[src/rtl/mem_align_splitter_pkg.sv]
// Purpose: shared widths, RISC-V load/store funct3 codes and FSM state encoding for mem_align_splitter.
// Latency: n/a (declarations only).
// Backpressure: n/a.
package mem_align_splitter_pkg;

    localparam int AddrWidth  = 32;
    localparam int DataWidth  = 32;
    localparam int Func3Width = 3;

    localparam logic [Func3Width-1:0] F3_B  = 3'd0;
    localparam logic [Func3Width-1:0] F3_H  = 3'd1;
    localparam logic [Func3Width-1:0] F3_W  = 3'd2;
    localparam logic [Func3Width-1:0] F3_BU = 3'd4;
    localparam logic [Func3Width-1:0] F3_HU = 3'd5;

    // Width selector for load_extend.
    localparam logic [1:0] WID_B = 2'd0;
    localparam logic [1:0] WID_H = 2'd1;
    localparam logic [1:0] WID_W = 2'd2;

    typedef enum logic {
        ST_IDLE  = 1'b0,
        ST_SPLIT = 1'b1
    } state_t;

    function automatic logic f3_legal(input logic [Func3Width-1:0] f3);
        return (f3 == F3_B) || (f3 == F3_H) || (f3 == F3_W) ||
               (f3 == F3_BU) || (f3 == F3_HU);
    endfunction

    function automatic logic f3_is_half(input logic [Func3Width-1:0] f3);
        return (f3 == F3_H) || (f3 == F3_HU);
    endfunction

endpackage

[src/rtl/mem_align_splitter_load_extend.sv]
// Purpose: final sign/zero extension of a reassembled load value.
// Latency: combinational, 0 cycles.
// Backpressure: none.
// Ports: i_width (0 byte, 1 half, 2 word), i_unsigned (zero-extend), i_raw (right-aligned bytes), o_data (extended).
module mem_align_splitter_load_extend
    import mem_align_splitter_pkg::*;
(
    input  logic [1:0]           i_width,
    input  logic                 i_unsigned,
    input  logic [DataWidth-1:0] i_raw,
    output logic [DataWidth-1:0] o_data
);

    logic w_sign_b;
    logic w_sign_h;

    assign w_sign_b = ~i_unsigned & i_raw[7];
    assign w_sign_h = ~i_unsigned & i_raw[15];

    always_comb begin
        o_data = i_raw;
        case (i_width)
            WID_B:   o_data = {{24{w_sign_b}}, i_raw[7:0]};
            WID_H:   o_data = {{16{w_sign_h}}, i_raw[15:0]};
            default: o_data = i_raw;
        endcase
    end

endmodule

[src/rtl/mem_align_splitter.sv]
// Purpose: passes in-word loads/stores straight to data memory; splits word-crossing ones into byte beats.
// Latency: aligned 0 extra cycles; split halfword 1 stall cycle, split word 3 stall cycles.
// Backpressure: asserts stall to freeze the pipeline while beats remain; flush/reset abort a split at once.
// Ports: req_* = MEM-stage access, mem_* = data memory side, stall/resp_* = pipeline side,
//        misaligned = crossing access seen with splitting disabled, flush/reset = abort.
module mem_align_splitter
    import mem_align_splitter_pkg::*;
#(
    parameter bit SPLIT_EN = 1'b1,
    parameter int ADDR_W   = AddrWidth,
    parameter int DATA_W   = DataWidth   // only 32 is supported
) (
    input  logic                  clk,
    input  logic                  reset,
    input  logic                  req_valid,
    input  logic                  req_write,
    input  logic [2:0]            req_func3,
    input  logic [ADDR_W-1:0]     req_addr,
    input  logic [DATA_W-1:0]     req_wdata,
    input  logic                  flush,
    output logic                  mem_we,
    output logic [2:0]            mem_func3,
    output logic [ADDR_W-1:0]     mem_addr,
    output logic [DATA_W-1:0]     mem_wdata,
    input  logic [DATA_W-1:0]     mem_rdata,
    output logic                  stall,
    output logic                  resp_valid,
    output logic [DATA_W-1:0]     resp_data,
    output logic                  misaligned
);

    state_t              r_state;
    logic [1:0]          r_count;
    logic [23:0]         r_buf;
    logic                r_write;
    logic [2:0]          r_func3;
    logic [ADDR_W-1:0]   r_addr;
    logic [DATA_W-1:0]   r_wdata;

    state_t              w_state_nxt;
    logic [1:0]          w_count_nxt;
    logic [23:0]         w_buf_nxt;
    logic                w_latch;
    logic                w_need_split;
    logic                w_r_half;
    logic                w_last_beat;
    logic [7:0]          w_beat_wbyte;
    logic [DATA_W-1:0]   w_ext_raw;
    logic [DATA_W-1:0]   w_ext_data;

    // Halfword crosses only from offset 3; word crosses from any nonzero offset.
    assign w_need_split = req_valid &
        ((f3_is_half(req_func3) & (req_addr[1:0] == 2'd3)) |
         ((req_func3 == F3_W) & (req_addr[1:0] != 2'd0)));

    assign w_r_half    = f3_is_half(r_func3);
    assign w_last_beat = (r_count == (w_r_half ? 2'd1 : 2'd3));

    always_comb begin
        w_beat_wbyte = r_wdata[7:0];
        case (r_count)
            2'd0:    w_beat_wbyte = r_wdata[7:0];
            2'd1:    w_beat_wbyte = r_wdata[15:8];
            2'd2:    w_beat_wbyte = r_wdata[23:16];
            default: w_beat_wbyte = r_wdata[31:24];
        endcase
    end

    // Final beat's byte is read live from memory; earlier bytes come from the buffer.
    assign w_ext_raw = w_r_half ? {16'd0, mem_rdata[7:0], r_buf[7:0]}
                                : {mem_rdata[7:0], r_buf};

    mem_align_splitter_load_extend u_load_extend (
        .i_width    (w_r_half ? WID_H : WID_W),
        .i_unsigned (r_func3 == F3_HU),
        .i_raw      (w_ext_raw),
        .o_data     (w_ext_data)
    );

    always_comb begin
        w_state_nxt = r_state;
        w_count_nxt = r_count;
        w_buf_nxt   = r_buf;
        w_latch     = 1'b0;
        mem_we      = 1'b0;
        mem_func3   = req_func3;
        mem_addr    = req_addr;
        mem_wdata   = req_wdata;
        stall       = 1'b0;
        resp_valid  = 1'b0;
        resp_data   = mem_rdata;
        misaligned  = 1'b0;

        case (r_state)
            ST_IDLE: begin
                if (w_need_split) begin
                    if (SPLIT_EN) begin
                        // Beat 0 goes out straight from the request while it is latched.
                        mem_we      = req_write;
                        mem_func3   = req_write ? F3_B : F3_BU;
                        mem_wdata   = {{(DATA_W-8){1'b0}}, req_wdata[7:0]};
                        w_latch     = 1'b1;
                        w_buf_nxt   = {16'd0, mem_rdata[7:0]};
                        w_count_nxt = 2'd1;
                        w_state_nxt = ST_SPLIT;
                        stall       = 1'b1;
                    end else begin
                        misaligned  = 1'b1;
                    end
                end else if (req_valid && !f3_legal(req_func3)) begin
                    resp_valid = 1'b1;
                    resp_data  = '0;
                end else begin
                    mem_we     = req_valid & req_write;
                    resp_valid = req_valid;
                end
            end
            ST_SPLIT: begin
                mem_we    = r_write;
                mem_func3 = r_write ? F3_B : F3_BU;
                mem_addr  = r_addr + ADDR_W'(r_count);
                mem_wdata = {{(DATA_W-8){1'b0}}, w_beat_wbyte};
                if (w_last_beat) begin
                    resp_valid  = 1'b1;
                    resp_data   = w_ext_data;
                    w_count_nxt = 2'd0;
                    w_state_nxt = ST_IDLE;
                end else begin
                    case (r_count)
                        2'd1:    w_buf_nxt[15:8]  = mem_rdata[7:0];
                        default: w_buf_nxt[23:16] = mem_rdata[7:0];
                    endcase
                    w_count_nxt = r_count + 2'd1;
                    stall       = 1'b1;
                end
            end
            default: w_state_nxt = ST_IDLE;
        endcase

        // Abort wins over any request; bytes already stored stay written.
        if (reset || flush) begin
            w_state_nxt = ST_IDLE;
            w_count_nxt = 2'd0;
            w_buf_nxt   = '0;
            w_latch     = 1'b0;
            mem_we      = 1'b0;
            stall       = 1'b0;
            resp_valid  = 1'b0;
            misaligned  = 1'b0;
        end
        if (reset) begin
            mem_func3 = '0;
            mem_addr  = '0;
            mem_wdata = '0;
            resp_data = '0;
        end
    end

    always_ff @(posedge clk) begin
        if (reset) begin
            r_state <= ST_IDLE;
            r_count <= 2'd0;
            r_buf   <= '0;
            r_write <= 1'b0;
            r_func3 <= '0;
            r_addr  <= '0;
            r_wdata <= '0;
        end else begin
            r_state <= w_state_nxt;
            r_count <= w_count_nxt;
            r_buf   <= w_buf_nxt;
            if (w_latch) begin
                r_write <= req_write;
                r_func3 <= req_func3;
                r_addr  <= req_addr;
                r_wdata <= req_wdata;
            end
        end
    end

endmodule

[config.mk]
export PLATFORM = sky130hd
export DESIGN_NAME = mem_align_splitter
export DESIGN_NICKNAME = d
export VERILOG_FILES = /design/src/rtl/mem_align_splitter_pkg.sv /design/src/rtl/mem_align_splitter_load_extend.sv /design/src/rtl/mem_align_splitter.sv
export SDC_FILE = /design/constraint.sdc
export NUM_CORES = 1
export LEC_CHECK = 0
export BUFFER_PORTS_ARGS = -buffer_cell sky130_fd_sc_hd__buf_2
export CORE_MARGIN = 4
export CORE_UTILIZATION = 50
export DETAILED_ROUTE_END_ITERATION = 10
export MAX_ROUTING_LAYER = met4
export PLACE_DENSITY = 0.81
export SYNTH_ARGS = -nofsm -noshare
export SYNTH_HDL_FRONTEND = slang
export SYNTH_SLANG_ARGS = --single-unit
[constraint.sdc]
create_clock -name clk -period 2.85 [get_ports clk]
set_input_delay 0 -clock clk [delete_from_list [all_inputs] [get_ports clk]]
set_output_delay 0 -clock clk [all_outputs]
set_load 0.01 [all_outputs]
==> results of run 1 <==
==> logic make-up (layout without fill, tap and decap cells) <==
| family | after synthesis | in the layout | synth area share |
|---|---|---|---|
| compound gates | 197 | 197 | 0.228 |
| xor+xnor | 29 | 29 | 0.0449 |
| fa+ha+maj | 7 | 7 | 0.0168 |
| buf+inv | 74 | 320 | 0.0522 |
| flops | 95 | 95 | 0.336 |
| mux | 29 | 29 | 0.0513 |
| other cells | 1 | 3 | 0.000662 |
| simple gates | 338 | 338 | 0.270 |
==> worst register-to-register path, delay by kind of cell (launching register included) <==
family	cells	cell delay, ns
AOI/OAI and AO/OA	2	0.79
buffers and inverters	2	0.33
adders and majority gates	1	0.52
DFF	1	0.34
==> sequential cells by signal, indices dropped and copies added, names as in the netlist <==
signal,flops
r_wdata,32
r_addr,32
r_state,1
r_count,2
r_func3,3
r_buf,24
r_write,1
==> cell type report <==
class | instances | area (um^2)
Clock inverter | 4 | 31.3
Tap cell | 140 | 175
Timing Repair Buffer | 293 | 1910
Clock buffer | 12 | 246
Antenna cell | 2 | 5.00
Multi-Input combinational cell | 601 | 3540
Sequential cell | 95 | 1900
Inverter | 11 | 41.3
Fill cell | 845 | 3130
==> stage by stage <==
stage	util	worst slack, ns	std cells	area [um^2]
after floorplan	-	0.330	770	5660
after global placement	0.616	0.486	1066	6770
after detailed placement	0.616	0.396	1066	6770
after CTS	0.709	0.0153	1156	7780
after global routing	0.714	-0.0596	1157	7850
final	0.715	0.0842	1158	7850
==> Yosys cell counts (all sizes together), types with 2 or more instances <==
master and instances:
xnor2 20, ha 6, dfxtp 95, a211oi 37, buf 16, nand3 13
xor2 9, a311oi 2, a22o 16, nor3 10, a222oi 8, and3 2
o21ai 74, nand2b 3, nor2 69, nand2 180, or3 2, nor3b 3
clkbuf 47, a21o 2, nor2b 2, inv 11, and2 27, a21oi 29
o211ai 15, nor4 8, or2 3, and4 3, a21boi 2, mux2i 29
o31ai 6, nand4 8
==> metal layers <==
layer	vias to the layer above	track usage	share of wire	routed length, um
li1	3165	-	-	-
met1	2882	0.342	0.42	7740
met2	302	0.449	0.48	8870
met3	45	0.0370	0.074	1370
met4	0	0.150	0.034	637
met5	-	-	0	0
==> timing repair <==
action / in CTS / in global routing
setup endpoints to repair: 0 / 9
hold buffers: 74 / 0
gates resized for setup: 0 / 11
endpoints found under the hold margin: 80 / 0
==> path summary, 6_finish.rpt <==
kind | to | slack (ns) | cells past startpoint
worst max register to register | r_buf[22] | 0.81 | 5
worst min register to register | r_wdata[24] | 0.46 | 2
worst min-delay path | r_buf[21] | 0.006 | 2
worst max-delay path | mem_addr[20] | 0.08 | 10
==> power by group through the flow <==
stage	Combinational, W	Clock, W	Sequential (W)
after global placement	0.000441	0	0.00140
after global routing	0.000593	0.00121	0.00137
after detailed placement	0.000446	0	0.00140
final	0.000544	0.00114	0.00137
after floorplan	0.000236	0	0.00139
after CTS	0.000527	0.00115	0.00137
==> cell usage in the layout (no fill, tap or decap), drive strengths merged, types with 3 or more instances in the layout <==
| master | n |
|---|---|
| nand4 | 8 |
| buf | 219 |
| a222oi | 8 |
| a22o | 16 |
| nand3 | 13 |
| clkinvlp | 3 |
| xor2 | 9 |
| dlygate4sd3 | 74 |
| mux2i | 29 |
| nor3b | 3 |
| and4 | 3 |
| o21ai | 74 |
| nor4 | 8 |
| ha | 6 |
| clkbuf | 12 |
| o211ai | 15 |
| inv | 11 |
| nor2 | 69 |
| xnor2 | 20 |
| o31ai | 6 |
| a211oi | 37 |
| or2 | 3 |
| a21oi | 29 |
| and2 | 27 |
| nand2b | 3 |
| nor3 | 10 |
| nand2 | 180 |
| dfxtp | 95 |
==> impl_metrics.tcl, run 1 <==
set metrics [dict create \
    synth-seq-area-share 0.336 \
    wirelength_mm 18.6 \
    tns_ns 0 \
    intPower_w 0.00222 \
    hpwlAfterDp_mm 11.5 \
    drive_gt1_frac 0.255 \
    max_freq_ghz 0.362 \
    synth_edf_count 0 \
    cp.buffers_inverters 3 \
    drv_slew 0 \
    track_usage 0.280 \
    fin_crit_ns 2.77 \
    die_y_um 114 \
    cp.arrival_ns 2.77 \
    drt-initial-drc-count 506 \
    drt.antenna.violating_nets 0 \
    p_per_area_nw_per_um2 389 \
    grt_pass1_vias 5975 \
    p_switching_w 0.000832 \
    grt_start_max_net_pins 67 \
    start_util 0.515 \
    synthCells 770 \
    syn_nets 881 \
    netlist_area_um2 5660 \
    vdd_ir_drop_max_v 0.000316 \
    path_class "reg -> out" \
    async_flop_share 0 \
    worstSetupStartpointType "flip-flop" \
    cp_max_fo 6 \
    synth_area_per_cell_um2 7.35 \
    io_pins 207 \
    first_pass_iters 6 \
    gp_congestion 0.868 \
    yosys-top-cells-area "dfxtp_1, nand2_1, o21ai_0" \
    combPwrFrac 0.178 \
    grt-ovfl-total 0 \
    r2r-start "r_count[1]" \
    path_cells "ha_1 > inv_1 > fa_2 > nand2b_1 > nor4_2 > buf_4 > nand4_1 > xor2_1 > a211oi_2 > buf_2" \
    root_buffer "clkbuf_16" \
    cts.sinks 95 \
    maxCapViolCount 0 \
    crit_slowest_cell "fa_2" \
    cts_buffers 9 \
    leakage_nw 3.14 \
    status "finished clean" \
    grt_pass1_wl_mm 28.8 \
    tightest_slew_ns 0.979 \
    htree_levels 3 \
    slowest_delay_ns 0.36 \
    insertion_delay_ns 0.35 \
    cp_top_family "adder cells" \
    cts_tree "done" \
    clock_skew_ns 0.00813 \
    cts_post_setup_buffers_inserted 0 \
    synth_top_area_share 0.336 \
    timing.final.crit_share 0.970 \
    vias 6394 \
    ys_warn_count 0 \
    fin_total_pwr_w 0.00305 \
    routed_via_density 5.52 \
    clkPwrFrac 0.374 \
    netSwitchingFraction 0.272 \
    synth_area_leader_cell "dfxtp_1" \
    max_slew_margin 0.343 \
    portBuffers 205 \
    die_area_um2 13100 \
    ys_ff_latch 95 \
    nNetsFinal 1122 \
    endpoint_kind "output port" \
    setup_violations 0 \
    die-width_um 114 \
    seqPwrFrac 0.448 \
    ys.flop_type "dfxtp_1" \
    hold_violations 0 \
    drc_errors 0 \
    antenna_found_initial 1 \
    row_count 38 \
    min_from "mem_rdata[5]" \
    clkTransAtPathRegs_ns 0.07 \
    whs_ns 0.00590 \
    wl_per_cell_um 16.1 \
    critPathLaunch "r_count[0]" \
    cts_buffer_depth 2 \
    cp.required_ns 2.85 \
    coreArea_um2 11000 \
    synth.distinct_cells 54 \
    area.growth.synth_to_final_pct 38.6 \
    min_path_type "in -> reg" \
]
No activity file was read; power rests on OpenSTA's default activity.
==> run 2: changes to the inputs <==
--- a/config.mk
+++ b/config.mk
@@ -7,10 +7,11 @@
 export LEC_CHECK = 0
 export BUFFER_PORTS_ARGS = -buffer_cell sky130_fd_sc_hd__buf_2
 export CORE_MARGIN = 4
-export CORE_UTILIZATION = 50
+export CORE_UTILIZATION = 52
 export DETAILED_ROUTE_END_ITERATION = 10
 export MAX_ROUTING_LAYER = met4
-export PLACE_DENSITY = 0.81
+export PLACE_DENSITY_LB_ADDON = 0.15
 export SYNTH_ARGS = -nofsm -noshare
 export SYNTH_HDL_FRONTEND = slang
+export SYNTH_HIERARCHICAL = 1
 export SYNTH_SLANG_ARGS = --single-unit
==> impl_metrics.tcl, run 2 <==
set metrics [dict create \
    min_to "r_func3[2]" \
    wirelength_mm 20.7 \
    synth_area_per_cell_um2 7.08 \
    netlist_area_um2 6650 \
    min_path_cells 5 \
    die_y_um 121 \
    async_flop_share 0 \
    setup_violations 0 \
    track_usage 0.281 \
    clkTransAtPathRegs_ns 0.07 \
    coreArea_um2 12600 \
    cts_tree "done" \
    die_area_um2 14700 \
    yosys-top-cells-area "dfxtp_1, nand2_1, nand2b_1" \
    synth_top_area_share 0.286 \
    layout_commonest_cell "buf_2" \
    synth.distinct_cells 65 \
    grt_pass1_vias 6844 \
    drt-initial-drc-count 561 \
    cp.arrival_ns 2.80 \
    die-width_um 121 \
    cts_buffers 9 \
    synth.most_common_cell "nand2_1" \
    io_pins 207 \
    n_fill_cell 1059 \
    first_pass_iters 5 \
    tightest_slew_ns 0.982 \
    antenna_found_initial 1 \
    reg2reg_depth 4 \
    synth_common_cells "nand2_1, dfxtp_1, o21ai_0" \
    portBuffers 205 \
    maxCapViolCount 0 \
    leakage_nw 3.41 \
    synth_area_leader_cell "dfxtp_1" \
    seqCellArea_um2 1910 \
    setup_ws_ns 0.0507 \
    syn_nets 1050 \
    synth_edf_count 0 \
    vias 7532 \
    placed_cells 1244 \
    insertion_delay_ns 0.35 \
    endpoint_kind "output port" \
    min_path_type "in -> reg" \
    drt.antenna.violating_nets 0 \
    wl_per_cell_um 15.4 \
    ys_warn_count 6 \
    row_count 41 \
    pre_cts_ws_ns 0.375 \
    fin_crit_ns 2.80 \
    start_util 0.529 \
    grt_pass1_wl_mm 33.1 \
    finish.utilization 0.700 \
    cts_buffer_depth 2 \
    htree_levels 3 \
    path_class "reg -> out" \
    gp_congestion 0.885 \
    mostFrequentLayoutCells "buf_2, nand2_1, dfxtp_1" \
    cp.required_ns 2.85 \
    ys.flop_type "dfxtp_1" \
    max_freq_ghz 0.357 \
    root_buffer "clkbuf_16" \
    grt_start_max_net_pins 134 \
    p_per_area_nw_per_um2 355 \
    synthCells 939 \
    vdd_ir_drop_max_v 0.000286 \
    synth-seq-area-share 0.286 \
    timing.final.crit_share 0.982 \
    hold_violations 0 \
    clock_skew_ns 0.00761 \
    rsz0062_at_grt "yes" \
    drc_errors 0 \
    max_slew_margin 0.342 \
    grt-ovfl-total 0 \
    worstSetupStartpointType "flip-flop" \
    routed_via_density 5.62 \
    r2r_end "r_buf[13]" \
    nNetsFinal 1274 \
    cts.sinks 95 \
    r2r_setup_slack_ns 0.57 \
    r2r-start "r_func3[0]" \
    hpwlAfterDp_mm 13.4 \
    fin_cells 1341 \
    multi_input_area_um2 4300 \
    drv_slew 0 \
    reg_top3 "r_addr: 32 flops, r_wdata: 32 flops, r_buf: 24 flops" \
    cp_max_fo 7 \
    status "finished clean" \
    drive_gt1_frac 0.230 \
    ys_ff_latch 95 \
    area.growth.synth_to_final_pct 32.3 \
    min_from "req_valid" \
]
[run 2: layout make-up]
type | instances | area share
Timing Repair Buffer | 305 | 0.226
Antenna cell | 1 | 0.000284
Clock inverter | 7 | 0.00640
Multi-Input combinational cell | 725 | 0.489
Clock buffer | 9 | 0.0256
Sequential cell | 95 | 0.217
Inverter | 27 | 0.0115
Tap cell | 172 | 0.0245
[run 2: cells by family after synthesis]
| kind of cell | count (synthesis) | share of synthesized area |
|---|---|---|
| XOR/XNOR | 12 | 0.0158 |
| multiplexers | 28 | 0.0427 |
| AND/OR/NAND/NOR | 428 | 0.330 |
| other | 1 | 0.000564 |
| adder cells (fa/ha/maj) | 7 | 0.0143 |
| AO/OA/AOI/OAI | 249 | 0.232 |
| buffers and inverters | 119 | 0.0781 |
| flip-flops | 95 | 0.286 |
[run 2: worst max-delay path: stages, from the launching register on]
cell and delay [ns]:
dfxtp_2 0.36, ha_4 0.14, inv_2 0.04, fa_2 0.37, and4b_1 0.28, nand4_1 0.16, buf_6 0.18, or4_4 0.50
a311oi_1 0.25, buf_2 0.17
[run 2: power breakdown]
part | total (W) | switching (W) | internal, W
clock network | 0.00116 | 0.000560 | 0.000603
logic | 0.000594 | 0.000305 | 0.000289
registers | 0.00137 | 0.0000233 | 0.00135
[run 2: timing repair]
| action | CTS | global route |
|---|---|---|
| hold buffers | 77 | 0 |
| endpoints found under the hold margin | 88 | 0 |
| endpoints found under the setup margin | 4 | 28 |
| setup buffers | 0 | 2 |
| gates resized for setup | 1 | 11 |
| cloned | 0 | 1 |
| pin swaps | 0 | 8 |
[run 2: worst max-delay path by stage]
stage / slack, ns / from / depth (start not counted) / endpoint
global route: -0.06 / r_addr[0] / 9 / mem_addr[24]
finish: 0.05 / r_addr[0] / 9 / mem_addr[26]
detailed placement: 0.37 / r_count[0] / 9 / mem_addr[26]
CTS: 0.03 / r_count[0] / 9 / mem_addr[26]
global placement: 0.43 / r_count[0] / 9 / mem_addr[26]
floorplan: 0.27 / r_count[0] / 9 / mem_addr[16]
[run 2: per-layer routing]
metal  vias to the layer above  part of all wire  global-route usage
li1                       3757                 -                   -
met2                       285              0.48               0.449
met3                        35             0.062              0.0378
met5                         -                 0                   -
met4                         0             0.021              0.0992
met1                      3455              0.44               0.366
[run 2: through the flow]
step           total power [W]  area [um^2]  hold slack, ns  TNS [ns]
2_1_floorplan          0.00168         6650          0.0976         0
3_3_place_gp           0.00190         7680           0.205         0
3_5_place_dp           0.00190         7680           0.212         0
4_1_cts                0.00314         8740           0.160         0
5_1_grt                0.00326         8800           0.196    -0.130
6_report               0.00313         8800           0.171         0
